**src/rtl/multicycle_control_unit.sv**
```systemverilog
// Multi-cycle RV32I control unit.
// Steps each instruction through FETCH/DECODE/EXECUTE/MEM/WB over one shared
// memory port. Requests use a valid/ready handshake with an optional wait
// timeout. The unit counts retired instructions and latches illegal-instruction
// and memory-timeout traps.
//
// Ports
//   clk, rst            clock, synchronous active-high reset
//   opcode/funct3/funct7 IR fields, valid from DECODE onward
//   branch_taken        datapath comparator result for the current branch
//   mem_ready           memory completes the outstanding request this cycle
//   mem_req/mem_we/mem_addr_sel  memory request, store, address select (0 PC, 1 ALU reg)
//   ir_write, reg_write, wb_sel  IR load, register write, write-back mux
//   alu_src_a/alu_src_b/alu_ctl/imm_type  ALU operand muxes, operation, immediate format
//   pc_write, pc_src    PC update strobe and source mux
//   instret             retired-instruction count (wraps)
//   trap, trap_cause    halted flag and cause (01 illegal, 10 memory timeout)
//   state               current FSM state
// MEM_TIMEOUT must be below 2**TO_W; 0 disables the timeout.
module multicycle_control_unit #(
  parameter int unsigned MEM_TIMEOUT = 16,
  parameter int unsigned CNT_W       = 32,
  parameter int unsigned TO_W        = 8
) (
  input  logic             clk,
  input  logic             rst,
  input  logic [6:0]       opcode,
  input  logic [2:0]       funct3,
  input  logic [6:0]       funct7,
  input  logic             branch_taken,
  input  logic             mem_ready,
  output logic             mem_req,
  output logic             mem_we,
  output logic             mem_addr_sel,
  output logic             ir_write,
  output logic             reg_write,
  output logic [1:0]       wb_sel,
  output logic             alu_src_a,
  output logic [1:0]       alu_src_b,
  output logic [3:0]       alu_ctl,
  output logic [2:0]       imm_type,
  output logic             pc_write,
  output logic [1:0]       pc_src,
  output logic [CNT_W-1:0] instret,
  output logic             trap,
  output logic [1:0]       trap_cause,
  output logic [2:0]       state
);

  typedef enum logic [2:0] {
    ST_FETCH   = 3'd0,
    ST_DECODE  = 3'd1,
    ST_EXECUTE = 3'd2,
    ST_MEM     = 3'd3,
    ST_WB      = 3'd4,
    ST_TRAP    = 3'd7
  } state_e;

  localparam logic [6:0] OP_R      = 7'b0110011;
  localparam logic [6:0] OP_IMM    = 7'b0010011;
  localparam logic [6:0] OP_LOAD   = 7'b0000011;
  localparam logic [6:0] OP_STORE  = 7'b0100011;
  localparam logic [6:0] OP_BRANCH = 7'b1100011;
  localparam logic [6:0] OP_JAL    = 7'b1101111;
  localparam logic [6:0] OP_JALR   = 7'b1100111;
  localparam logic [6:0] OP_LUI    = 7'b0110111;
  localparam logic [6:0] OP_AUIPC  = 7'b0010111;

  localparam logic [6:0] F7_BASE = 7'b0000000;
  localparam logic [6:0] F7_ALT  = 7'b0100000;

  localparam logic [3:0] ALU_ADD  = 4'b0010;
  localparam logic [3:0] ALU_SUB  = 4'b0110;
  localparam logic [3:0] ALU_AND  = 4'b0000;
  localparam logic [3:0] ALU_OR   = 4'b0001;
  localparam logic [3:0] ALU_XOR  = 4'b0011;
  localparam logic [3:0] ALU_SLL  = 4'b0100;
  localparam logic [3:0] ALU_SRL  = 4'b0101;
  localparam logic [3:0] ALU_SRA  = 4'b1001;
  localparam logic [3:0] ALU_SLT  = 4'b0111;
  localparam logic [3:0] ALU_SLTU = 4'b1000;

  localparam logic [2:0] IMM_I = 3'b000;
  localparam logic [2:0] IMM_S = 3'b001;
  localparam logic [2:0] IMM_B = 3'b010;
  localparam logic [2:0] IMM_U = 3'b011;
  localparam logic [2:0] IMM_J = 3'b100;

  localparam logic [1:0] WB_ALU = 2'b00;
  localparam logic [1:0] WB_MEM = 2'b01;
  localparam logic [1:0] WB_PC4 = 2'b10;
  localparam logic [1:0] WB_IMM = 2'b11;

  localparam logic [1:0] PC_PLUS4  = 2'b00;
  localparam logic [1:0] PC_BRANCH = 2'b01;
  localparam logic [1:0] PC_JUMP   = 2'b10;

  localparam logic [1:0] CAUSE_NONE    = 2'b00;
  localparam logic [1:0] CAUSE_ILLEGAL = 2'b01;
  localparam logic [1:0] CAUSE_TIMEOUT = 2'b10;

  state_e           state_q, state_d;
  logic [TO_W-1:0]  wait_cnt_q, wait_cnt_d;
  logic [CNT_W-1:0] instret_q, instret_d;
  logic [1:0]       trap_cause_q, trap_cause_d;

  logic             retire_c;
  logic             legal_c;
  logic             alt_c;
  logic             timeout_hit_c;
  logic [TO_W-1:0]  wait_inc_c;
  logic [3:0]       alu_dec_c;

  assign alt_c         = (funct7 == F7_ALT);
  assign timeout_hit_c = (MEM_TIMEOUT != 0) && (wait_cnt_q == TO_W'(MEM_TIMEOUT));
  assign wait_inc_c    = (wait_cnt_q == {TO_W{1'b1}}) ? wait_cnt_q : wait_cnt_q + TO_W'(1);

  // Legal opcode set; R-type also restricts funct7 (alt form only for ADD/SUB and SRL/SRA).
  always_comb begin
    legal_c = 1'b0;
    unique case (opcode)
      OP_R:      legal_c = (funct7 == F7_BASE) ||
                           (alt_c && ((funct3 == 3'b000) || (funct3 == 3'b101)));
      OP_IMM,
      OP_LOAD,
      OP_STORE,
      OP_BRANCH,
      OP_JAL,
      OP_JALR,
      OP_LUI,
      OP_AUIPC:  legal_c = 1'b1;
      default:   legal_c = 1'b0;
    endcase
  end

  // ALU operation for R/I arithmetic; SUB exists only in R-type, SRA/SRAI in both.
  always_comb begin
    alu_dec_c = ALU_ADD;
    unique case (funct3)
      3'b000:  alu_dec_c = ((opcode == OP_R) && alt_c) ? ALU_SUB : ALU_ADD;
      3'b001:  alu_dec_c = ALU_SLL;
      3'b010:  alu_dec_c = ALU_SLT;
      3'b011:  alu_dec_c = ALU_SLTU;
      3'b100:  alu_dec_c = ALU_XOR;
      3'b101:  alu_dec_c = alt_c ? ALU_SRA : ALU_SRL;
      3'b110:  alu_dec_c = ALU_OR;
      default: alu_dec_c = ALU_AND;
    endcase
  end

  // Next-state and control outputs.
  always_comb begin
    state_d      = state_q;
    wait_cnt_d   = '0;
    trap_cause_d = trap_cause_q;
    retire_c     = 1'b0;
    mem_req      = 1'b0;
    mem_we       = 1'b0;
    mem_addr_sel = 1'b0;
    ir_write     = 1'b0;
    reg_write    = 1'b0;
    wb_sel       = WB_ALU;
    alu_src_a    = 1'b0;
    alu_src_b    = 2'b00;
    alu_ctl      = ALU_AND;
    imm_type     = IMM_I;
    pc_write     = 1'b0;
    pc_src       = PC_PLUS4;
    trap         = 1'b0;

    unique case (state_q)
      ST_FETCH: begin
        mem_req = 1'b1;
        if (mem_ready) begin
          ir_write = 1'b1;
          state_d  = ST_DECODE;
        end else if (timeout_hit_c) begin
          state_d      = ST_TRAP;
          trap_cause_d = CAUSE_TIMEOUT;
        end else begin
          wait_cnt_d = wait_inc_c;
        end
      end

      // Precompute PC + B-immediate while the instruction is checked.
      ST_DECODE: begin
        alu_src_a = 1'b1;
        alu_src_b = 2'b01;
        imm_type  = IMM_B;
        alu_ctl   = ALU_ADD;
        if (legal_c) begin
          state_d = ST_EXECUTE;
        end else begin
          state_d      = ST_TRAP;
          trap_cause_d = CAUSE_ILLEGAL;
        end
      end

      ST_EXECUTE: begin
        state_d   = ST_WB;
        alu_ctl   = ALU_ADD;
        alu_src_b = 2'b01;
        unique case (opcode)
          OP_R: begin
            alu_ctl   = alu_dec_c;
            alu_src_b = 2'b00;
          end
          OP_IMM:   alu_ctl = alu_dec_c;
          OP_LOAD:  state_d = ST_MEM;
          OP_STORE: begin
            imm_type = IMM_S;
            state_d  = ST_MEM;
          end
          OP_BRANCH: begin
            alu_ctl   = ALU_SUB;
            alu_src_b = 2'b00;
            pc_write  = 1'b1;
            pc_src    = branch_taken ? PC_BRANCH : PC_PLUS4;
            retire_c  = 1'b1;
            state_d   = ST_FETCH;
          end
          OP_JAL: begin
            imm_type  = IMM_J;
            alu_src_a = 1'b1;
          end
          OP_LUI:   imm_type = IMM_U;
          OP_AUIPC: begin
            imm_type  = IMM_U;
            alu_src_a = 1'b1;
          end
          default: ;
        endcase
      end

      ST_MEM: begin
        mem_req      = 1'b1;
        mem_addr_sel = 1'b1;
        mem_we       = (opcode == OP_STORE);
        if (mem_ready) begin
          if (opcode == OP_LOAD) begin
            state_d = ST_WB;
          end else begin
            pc_write = 1'b1;
            retire_c = 1'b1;
            state_d  = ST_FETCH;
          end
        end else if (timeout_hit_c) begin
          state_d      = ST_TRAP;
          trap_cause_d = CAUSE_TIMEOUT;
        end else begin
          wait_cnt_d = wait_inc_c;
        end
      end

      ST_WB: begin
        reg_write = 1'b1;
        pc_write  = 1'b1;
        retire_c  = 1'b1;
        state_d   = ST_FETCH;
        unique case (opcode)
          OP_LOAD:         wb_sel = WB_MEM;
          OP_JAL, OP_JALR: begin
            wb_sel = WB_PC4;
            pc_src = PC_JUMP;
          end
          OP_LUI:          wb_sel = WB_IMM;
          default:         wb_sel = WB_ALU;
        endcase
      end

      ST_TRAP: trap = 1'b1;

      default: state_d = ST_FETCH;
    endcase
  end

  assign instret_d = retire_c ? instret_q + CNT_W'(1) : instret_q;

  // State and counters.
  always_ff @(posedge clk) begin
    if (rst) begin
      state_q      <= ST_FETCH;
      wait_cnt_q   <= '0;
      instret_q    <= '0;
      trap_cause_q <= CAUSE_NONE;
    end else begin
      state_q      <= state_d;
      wait_cnt_q   <= wait_cnt_d;
      instret_q    <= instret_d;
      trap_cause_q <= trap_cause_d;
    end
  end

  assign state      = state_q;
  assign instret    = instret_q;
  assign trap_cause = trap_cause_q;

endmodule

```
**config.mk**
```make
export PLATFORM = sky130hd
export DESIGN_NAME = multicycle_control_unit
export DESIGN_NICKNAME = d
export VERILOG_FILES = /design/src/rtl/multicycle_control_unit.sv
export SDC_FILE = /design/constraint.sdc
export NUM_CORES = 1
export LEC_CHECK = 0
export CAP_MARGIN = 20
export CELL_PAD_IN_SITES_DETAIL_PLACEMENT = 1
export CELL_PAD_IN_SITES_GLOBAL_PLACEMENT = 1
export CORE_MARGIN = 3
export CORE_UTILIZATION = 29
export DETAILED_ROUTE_END_ITERATION = 7
export PLACE_DENSITY = 0.81
export SLEW_MARGIN = 0
export SYNTH_ARGS = -nofsm -noshare
export SYNTH_HDL_FRONTEND = slang
export SYNTH_SLANG_ARGS = --single-unit
```
**constraint.sdc**
```tcl
create_clock -name clk -period 6.8 [get_ports clk]
set_input_delay 1.36 -clock clk [delete_from_list [all_inputs] [get_ports clk]]
set_output_delay 1.36 -clock clk [all_outputs]
set_load 0.02 [all_outputs]
```
==> results of run 1 <==
## placed cells by master (no fill, tap or decap), types with 3 or more instances in the layout
| cell | count |
|---|---|
| clkbuf_8 | 5 |
| o31ai_1 | 16 |
| or4_1 | 15 |
| and2_1 | 5 |
| ha_1 | 3 |
| nor2_1 | 34 |
| a31oi_1 | 3 |
| xnor2_1 | 6 |
| nor3_1 | 11 |
| or3_1 | 13 |
| nand2b_1 | 3 |
| o21ai_0 | 14 |
| xor2_1 | 8 |
| nand2_1 | 30 |
| a21oi_1 | 35 |
| nand3_1 | 11 |
| dfxtp_1 | 45 |
| inv_1 | 14 |
| and3_1 | 5 |
| nand4_1 | 7 |
| o311ai_0 | 4 |
| clkdlybuf4s50_1 | 77 |
## worst max-delay path, stage by stage
cell	delay, ps
clkdlybuf4s50_1	460
nand4bb_1	430
nor4_4	710
nor3_1	190
inv_1	150
clkdlybuf4s50_1	620
## sequential cells by signal (all words and copies together) (netlist names)
register / flops
state: 3
trap_cause: 2
wait_cnt_q: 8
instret: 32
## per-layer routing
metal / vias to the layer above / wire [microns] / global-route usage (%)
met5: - / 0 / 0
met4: 0 / 49 / 2.42
met3: 7 / 395 / 3.48
met2: 57 / 3990 / 29.0
met1: 1346 / 3560 / 18.3
li1: 1380 / - / -
## layout make-up
cell class	count	area, sq um	share of cell area [%]
Clock buffer	6	72.6	2.03
Clock inverter	2	10.0	0.280
Inverter	14	52.6	1.47
Multi-Input combinational cell	262	1610	45.2
Sequential cell	45	901	25.2
Tap cell	108	135	3.79
Timing Repair Buffer	79	786	22.0
## through the flow
step | worst slack [ps] | hold WS (ps) | std cells | util, % | cell area, sq um
5_1_grt | 1280 | 486 | 516 | 40.5 | 3570
4_1_cts | 1520 | 472 | 516 | 40.5 | 3570
3_5_place_dp | 1520 | 456 | 508 | 39.6 | 3490
2_1_floorplan | 2510 | 495 | 340 | - | 2670
3_3_place_gp | 1600 | 461 | 508 | 39.6 | 3490
6_report | 1510 | 467 | 516 | 40.5 | 3570
## cell families (layout without fill, tap and decap cells)
| kind of cell | count (synthesis) | in the layout | share of synthesized area (%) |
|---|---|---|---|
| other | 1 | 1 | 0.141 |
| XOR/XNOR | 14 | 14 | 4.60 |
| adder cells (fa/ha/maj) | 3 | 3 | 1.41 |
| multiplexers | 4 | 4 | 1.60 |
| buffers and inverters | 33 | 101 | 5.68 |
| AND/OR/NAND/NOR | 152 | 152 | 31.3 |
| AO/OA/AOI/OAI | 88 | 88 | 21.5 |
| flip-flops | 45 | 45 | 33.8 |
## worst paths after layout
path              endpoint          start  slack [ps]
max reg2reg    instret[26]       state[1]        4100
min reg2reg  trap_cause[0]  trap_cause[0]         470
min          trap_cause[0]  trap_cause[0]         470
max               pc_write      opcode[3]        1510
## power groups by stage
stage / Clock (mW) / Sequential [mW] / Combinational (mW)
final: 0.164 / 0.314 / 0.345
after global routing: 0.180 / 0.319 / 0.377
after CTS: 0.168 / 0.315 / 0.351
after detailed placement: 0 / 0.321 / 0.348
after global placement: 0 / 0.318 / 0.340
after floorplan: 0 / 0.318 / 0.202
==> metrics.md, run 1 <==
| Metric | Value |
|---|---|
| IO Pins | 79 |
| Residual DRC | 0 |
| Asr flop ratio synth | 0% |
| Commonest cells post-synth | dfxtp_1, a21oi_1, nor2_1, nand2_1, o31ai_1 |
| Largest net degree at the start of global routing | 40 |
| Worst Setup Start Kind | primary input |
| Mean Syn Cell Area | 7.84 sq um |
| Die width | 102 microns |
| Most numerous cell in the Yosys netlist | dfxtp_1 |
| Top_reg_cell synth | dfxtp_1 |
| Vias/cell | 5.41 |
| Row count | 34 |
| Seq/Total Area, Yosys | 33.8% |
| # clock sinks | 45 |
| Cts hold-fix bufs | 0 |
| Critical Path RT | 5440 ps |
| Synth warnings | 0 |
| Share of post-route cells with drive strength above 1 | 5.39% |
| Die Y | 102 microns |
| Finish-stage setup viols | 0 |
| FMAX | 189 MHz |
| Die footprint | 10400 sq um |
| Comb pwr share | 41.9% |
| Grt ovf | 0 |
| Number of gates resized after CTS | 0 |
| Crit path kind | primary input to primary output |
| Sw Share | 38.3% |
| Final #Nets | 431 |
| Power Total | 0.822 mW |
| Worst-case reg-to-reg path depth | 5 |
| Vias in the first global route | 2767 |
| Crit. End Element | primary output |
| WHS Path Cells | 2 |
| Peak VDD IR | 0.000148 V |
| CTS H-tree depth | 2 |
| Tot GR Track Use | 15.5% |
| Worst EP arrival | 3930 ps |
| TritonCTS Buffers | 5 |
| Switching power | 0.315 mW |
| Worst skew pair latency | 300 ps |
| Status | finished clean |
| Synth area leaders | dfxtp_1, a21oi_1, nor2_1 |
| RSZ-0062 raised after global routing | no |
| Worst-Margin Slew | 927 ps |
| Clock network power share | 19.9% |
| Fill count | 1064 |
| Net Count, Synth | 364 |
| First-pass GRT wire length | 13.1 mm |
| Synth top area share | 33.8% |
| Clock transition at path regs | 90 ps |
| Number of cells produced by synthesis | 340 |
| Worst rel slew slack | 37.4% |
| Drt pass-1 iters | 4 |
| Area growth from synthesis to layout | 33.9% |
| Diodes inserted | 0 |
| Setup tns final | 0 ps |
| Post-CTS Setup Bufs | 0 |
| Post-synth EDFFs | 0 |
| Register share of total power | 38.2% |
| Hpwl dp | 6.15 mm |
| Vias | 2790 |
| Crit path time final | 5290 ps |
| Core area | 8810 sq um |
| Seq cells post-synth | 45 |
| Endpoints failing hold | 0 |
| Final worst-path cycle share | 77.7% |
| Root Driver | clkbuf_8 |
| P_int | 0.508 mW |
| Max Cap Viol | 0 |
| Pwr per Cell Area | 230 nW/um^2 |
| PortBufs | 77 |
| Yosys top cell by area | dfxtp_1 |
| Routed wire length | 7.99 mm |
| Final ANT Viol Nets | 0 |
| Leak Pwr | 1.12 nW |
| Initial antenna violation count | 0 |
| Clock Skew | 9.96 ps |
| Cell area after synthesis | 2670 sq um |
| Drt wl/cell | 15.5 microns |
| Longest Clk Path Bufs | 2 |
| CTS tree | yes |
| Min-delay worst type | flop to flop |
| Initial Utilization | 30.3% |
| Slew Limit Fails | 0 |
| GPL Wtd Cong | 0.794 |
| Max Fanout on Critical Path | 12 |
| Number of distinct library cells after synthesis | 56 |
| Iteration-0 DRC count of the detailed router | 73 |
No activity file was read; power rests on OpenSTA's default activity.
==> run 2: changes to the inputs <==
==> constraint.sdc (replaced) <==
create_clock -name clk -period 5 [get_ports clk]
set_input_delay 1 -clock clk [delete_from_list [all_inputs] [get_ports clk]]
set_output_delay 1 -clock clk [all_outputs]
set_load 0.02 [all_outputs]
==> run 2 against run 1 <==
Net effect: clock power grew 37%; hold slack gained 16 ps; largest power group unchanged; largest cell class unchanged; critical endpoint is now alu_ctl[2]; via count grew 0.86%; worst setup slack got worse by 980 ps.
==> metrics.md, run 2 (synthesized netlist as in run 1, its figures left out) <==
| Metric | Value |
|---|---|
| FMAX | 224 MHz |
| IO Pins | 79 (unchanged) |
| Hold Startpoint | trap_cause[0] |
| Core area | 8810 sq um (unchanged) |
| Tot GR Track Use | 16.0% (+0.52 points) |
| Max Cap Viol | 0 (unchanged) |
| Die footprint | 10400 sq um (unchanged) |
| Register Area | 901 sq um (unchanged) |
| Critical Path RT | 4000 ps (-1440 ps) |
| Share of post-route cells with drive strength above 1 | 6.10% (+0.71 points) |
| Most common cell after layout, fill and taps aside | clkdlybuf4s50_1 |
| Vias/cell | 5.43 (+0.47%) |
| Drt pass-1 iters | 4 (unchanged) |
| Setup tns final | 0 ps (unchanged) |
| Iteration-0 DRC count of the detailed router | 63 (-14%) |
| PortBufs | 77 (unchanged) |
| Root Driver | clkbuf_8 |
| Grt ovf | 0 (unchanged) |
| RSZ-0062 raised after global routing | no |
| Worst R2R Start | state[1] |
| Post-CTS Setup Bufs | 0 (unchanged) |
| Crit path time final | 4470 ps |
| Final ANT Viol Nets | 0 (unchanged) |
| Worst setup path start | funct7[3] |
| Pre-CTS setup slack | 507 ps (-1020 ps) |
| Worst-Margin Slew | 953 ps (+26.1 ps) |
| Commonest non-fill, non-tap cells in the layout | clkdlybuf4s50_1, dfxtp_1, a21oi_1 |
| CTS tree | yes |
| Vias in the first global route | 2820 (+1.9%) |
| Worst skew pair latency | 300 ps (about the same) |
| Reg-to-reg slack, setup | 2500 ps (-1600 ps) |
| # clock sinks | 45 (unchanged) |
| Longest Clk Path Bufs | 2 (unchanged) |
| Area growth from synthesis to layout | 34.6% |
| Drt wl/cell | 16.0 microns (+3.0%) |
| Final worst-path cycle share | 89.4% |
| Diodes inserted | 0 (unchanged) |
| Die Y | 102 microns (unchanged) |
| Power Total | 1.12 mW (+36%) |
| Slew Limit Fails | 0 (unchanged) |
| Clock Skew | 3.90 ps (-6.06 ps) |
| Fill count | 1084 (+1.9%) |
| Pwr per Cell Area | 313 nW/um^2 (+36%) |
| Multi-input logic area | 1610 sq um (unchanged) |
| Row count | 34 (unchanged) |
| Peak VDD IR | 0.000158 V (+7.3%) |
| Number of gates resized after CTS | 0 (unchanged) |
| CTS H-tree depth | 2 (unchanged) |
| Die width | 102 microns (unchanged) |
| TritonCTS Buffers | 5 (unchanged) |
| Leak Pwr | 1.13 nW (+0.77%) |
| Initial antenna violation count | 0 (unchanged) |
| Final #Nets | 433 (+0.46%) |
| GPL Wtd Cong | 0.790 (-0.44%) |
| Initial Utilization | 30.3% (unchanged) |
| Crit. End Element | primary output |
| First-pass GRT wire length | 13.6 mm (+3.3%) |
| Vias | 2814 (+0.86%) |
| Finish-stage setup viols | 0 (unchanged) |
| Worst Setup Start Kind | primary input |
| Max FFs per register | 32 (unchanged) |
| Min-delay worst type | flop to flop |
| Endpoints failing hold | 0 (unchanged) |
| Clock transition at path regs | 90 ps (about the same) |
| Routed wire length | 8.27 mm (+3.4%) |
| Hpwl dp | 6.29 mm (+2.3%) |
| Worst rel slew slack | 36.1% (-1.3 points) |
| Final worst setup slack | 531 ps (-982 ps) |
| Largest net degree at the start of global routing | 40 (unchanged) |
| Worst EP arrival | 3470 ps (-460 ps) |
| Residual DRC | 0 (unchanged) |
| Cts hold-fix bufs | 0 (unchanged) |
| Status | finished clean |
| Max Fanout on Critical Path | 3 (-9) |
| Crit path kind | primary input to primary output |
==> run 2: cell count changes in the layout (fill, tap and decap cells not counted), sizes merged <==
cell      before  now
buf            2    4
clkbuf         6    5
clkinvlp       0    1
==> run 2: worst paths after layout <==
check	end	depth (start not counted)
worst max-delay path	alu_ctl[2]	7
worst min register to register	trap_cause[0]	2
worst min-delay path	trap_cause[0]	2
worst max register to register	instret[26]	6
==> run 2: critical path: stages <==
cell             delay [ps]
clkdlybuf4s50_1         390
or4_1                   510
nor3_1                  260
and2_1                  220
a311oi_1                110
o31ai_1                 310
clkdlybuf4s50_1         670
==> run 2: routing by layer <==
layer  global-route usage (%)  share of wire, %  vias to the layer above
met5                        0                 0                        -
met4                     3.43               1.1                        0
met3                     4.37               6.0                        7
met2                     28.9                49                       64
met1                     19.0                43                     1362
li1                         -                 -                     1381
==> run 2: where the power goes <==
| part | total, mW | switching [mW] | internal, mW |
|---|---|---|---|
| logic | 0.469 | 0.258 | 0.211 |
| registers | 0.428 | 0.0456 | 0.382 |
| clock network | 0.224 | 0.128 | 0.0967 |
| total | 1.12 | 0.432 | 0.690 |
==> run 2: layout make-up <==
type / count / area share (%)
multi-input cells: 262 / 44.9
flip-flops and latches: 45 / 25.1
repair buffers: 81 / 22.3
well taps: 108 / 3.77
clock buffers: 5 / 1.92
inverters: 14 / 1.46
clock inverters: 3 / 0.488
==> run 2: metrics by stage <==
| step | utilization [%] | cells | area, sq um | hold slack, ps |
|---|---|---|---|---|
| global route | 40.8 | 518 | 3590 | 523 |
| detailed placement | 39.8 | 510 | 3500 | 471 |
| CTS | 40.8 | 518 | 3590 | 490 |
| finish | 40.8 | 518 | 3590 | 483 |
| floorplan | - | 340 | 2670 | 495 |
| global placement | 39.8 | 510 | 3500 | 459 |
==> run 3: changes to the inputs <==
--- a/config.mk
+++ b/config.mk
@@ -6,12 +6,13 @@
 export NUM_CORES = 1
 export LEC_CHECK = 0
 export CAP_MARGIN = 20
-export CELL_PAD_IN_SITES_DETAIL_PLACEMENT = 1
-export CELL_PAD_IN_SITES_GLOBAL_PLACEMENT = 1
+export CELL_PAD_IN_SITES_DETAIL_PLACEMENT = 2
+export CELL_PAD_IN_SITES_GLOBAL_PLACEMENT = 2
 export CORE_MARGIN = 3
-export CORE_UTILIZATION = 29
+export CORE_UTILIZATION = 26
 export DETAILED_ROUTE_END_ITERATION = 7
-export PLACE_DENSITY = 0.81
+export GPL_ROUTABILITY_DRIVEN = 0
+export PLACE_DENSITY = 0.9
 export SLEW_MARGIN = 0
 export SYNTH_ARGS = -nofsm -noshare
 export SYNTH_HDL_FRONTEND = slang
==> run 3 against run 2 <==
Net effect: utilization is 3.9 points lower; total power grew 6.4%; cell count increased by 4.6%; clock-buffer cell count stayed put; hold slack worse by 19 ps; routed wire length rose by 17%; via count increased by 3.0%; clock power grew 24%; sequential power is essentially flat; global-route usage increased by 1.1 points.
==> metrics.md, run 3 (synthesized netlist as in run 1, its figures left out) <==
| Metric | Value |
|---|---|
| Iteration-0 DRC count of the detailed router | 93 (+48%) |
| Slew Limit Fails | 0 (unchanged) |
| Register Area | 901 sq um (unchanged) |
| Grt ovf | 0 (unchanged) |
| WHS Path Cells | 2 (unchanged) |
| Largest net degree at the start of global routing | 23 (-43%) |
| Clock network power share | 23.2% (+3.2 points) |
| Row count | 36 (+5.9%) |
| Clock transition at path regs | 90 ps (about the same) |
| IO Pins | 79 (unchanged) |
| Fill count | 1136 (+4.8%) |
| Multi-input logic area | 1610 sq um (unchanged) |
| Placed Instances | 535 (+4.9%) |
| R2r endpoint | instret[26] |
| Final #Nets | 433 (unchanged) |
| Cell Count, Final, Fillers Out | 542 (+4.6%) |
| Root Driver | clkbuf_8 |
| Crit path kind | primary input to primary output |
| Comb pwr share | 40.8% (-1.0 points) |
| Worst rel slew slack | 35.8% (-0.30 points) |
| Placed Area | 3530 sq um (+0.89%) |
| Longest Clk Path Bufs | 2 (unchanged) |
| Share of post-route cells with drive strength above 1 | 5.87% (-0.23 points) |
| Vias | 2898 (+3.0%) |
| Endpoints failing hold | 0 (unchanged) |
| Sw Share | 37.6% (-0.89 points) |
| FMAX | 218 MHz (-2.4%) |
| Most common cell after layout, fill and taps aside | clkdlybuf4s50_1 |
| Vias in the first global route | 3154 (+12%) |
| Max Fanout on Critical Path | 8 (+5) |
| Drt wl/cell | 17.8 microns (+11%) |
| Finish-stage setup viols | 0 (unchanged) |
| Area growth from synthesis to layout | 36.5% |
| First-pass GRT wire length | 15.9 mm (+18%) |
| TritonCTS Buffers | 5 (unchanged) |
| Worst skew pair latency | 310 ps (about the same) |
| Cts hold-fix bufs | 0 (unchanged) |
| Reg-to-reg slack, setup | 2450 ps (-50 ps) |
| Post-route core utilization | 36.9% (-3.9 points) |
| Hold slack | 464 ps (-19.1 ps) |
| Worst Setup Start Kind | primary input |
| PortBufs | 77 (unchanged) |
| Hold Startpoint | trap_cause[0] |
| Clock Skew | 10.7 ps (+6.84 ps) |
| Number of gates resized after CTS | 0 (unchanged) |
| Core area | 9860 sq um (+12%) |
| Post-CTS Setup Bufs | 0 (unchanged) |
| Die width | 107 microns (+5.3%) |
| Residual DRC | 0 (unchanged) |
| Leak Pwr | 1.14 nW (+0.90%) |
| Crit. End Element | primary output |
| Worst R2R Start | state[1] |
| Die footprint | 11500 sq um (+11%) |
| P_int | 0.745 mW (+7.9%) |
| Final worst-path cycle share | 91.6% (+2.2 points) |
| Peak VDD IR | 0.000160 V (+1.3%) |
| Setup tns final | 0 ps (unchanged) |
| Pwr per Cell Area | 328 nW/um^2 (+4.9%) |
| Initial antenna violation count | 0 (unchanged) |
| Final ANT Viol Nets | 0 (unchanged) |
| Vias/cell | 5.35 (-1.6%) |
| Critical Path RT | 4000 ps (about the same) |
| Register share of total power | 36.0% (-2.1 points) |
| Commonest non-fill, non-tap cells in the layout | clkdlybuf4s50_1, dfxtp_1, a21oi_1 |
| Worst Hold End | trap_cause[0] |
| Worst EP arrival | 3580 ps (+110 ps) |
| Max Cap Viol | 0 (unchanged) |
| Min-delay worst type | flop to flop |
| Crit path time final | 4580 ps (+112 ps) |
| RSZ-0062 raised after global routing | no |
| Routed wire length | 9.63 mm (+17%) |
| Initial Utilization | 27.0% (-3.2 points) |
| Worst-Margin Slew | 951 ps (-1.80 ps) |
| Tot GR Track Use | 17.1% (+1.1 points) |
| Drt pass-1 iters | 4 (unchanged) |
| Switching power | 0.448 mW (+3.9%) |
| # clock sinks | 45 (unchanged) |
| Hpwl dp | 7.39 mm (+17%) |
| Worst-case reg-to-reg path depth | 6 (unchanged) |
| Max FFs per register | 32 (unchanged) |
| Status | finished clean |
| Die Y | 107 microns (+5.3%) |
| CTS H-tree depth | 2 (unchanged) |
| Diodes inserted | 0 (unchanged) |
| Fin area | 3640 sq um (+1.4%) |
| CTS tree | yes |
-- run 3: routing by layer --
layer	track usage, %	up-vias	wire, microns
met5	0	-	0
met4	5.39	0	203
met3	4.03	15	547
met2	32.3	82	5030
met1	18.7	1422	3850
li1	-	1379	-
-- run 3: power groups by stage --
stage | Clock, mW | Combinational, mW | Sequential [mW]
after floorplan | 0 | 0.274 | 0.433
after global placement | 0 | 0.477 | 0.436
after detailed placement | 0 | 0.490 | 0.437
after CTS | 0.283 | 0.495 | 0.429
after global routing | 0.299 | 0.532 | 0.439
final | 0.277 | 0.487 | 0.429
-- run 3: cell type report --
class	count	area share, %
clock inverters	2	0.963
multi-input cells	262	44.3
repair buffers	81	22.0
inverters	14	1.44
clock buffers	5	1.89
well taps	133	4.58
flip-flops and latches	45	24.8
-- run 3: worst max path at each step --
| stage | from | endpoint | slack [ps] | cells after the start |
|---|---|---|---|---|
| finish | opcode[3] | alu_ctl[2] | 420 | 6 |
| global route | opcode[3] | alu_ctl[2] | 140 | 6 |
| CTS | opcode[3] | alu_ctl[2] | 390 | 6 |
| detailed placement | opcode[3] | alu_ctl[2] | 410 | 6 |
| global placement | opcode[3] | alu_ctl[2] | 610 | 6 |
| floorplan | funct7[3] | alu_ctl[2] | 1430 | 5 |
-- run 3: stage by stage --
stage | power (mW) | setup slack [ps]
2_1_floorplan | 0.707 | 1430
3_5_place_dp | 0.927 | 407
5_1_grt | 1.27 | 141
3_3_place_gp | 0.913 | 612
6_report | 1.19 | 420
4_1_cts | 1.21 | 388
-- run 3: critical path, stage by stage --
cell and delay (ps):
clkdlybuf4s50_1 470, nand4bb_1 450, nor3b_1 520, nand3_1 180
o31ai_1 310, clkdlybuf4s50_1 650
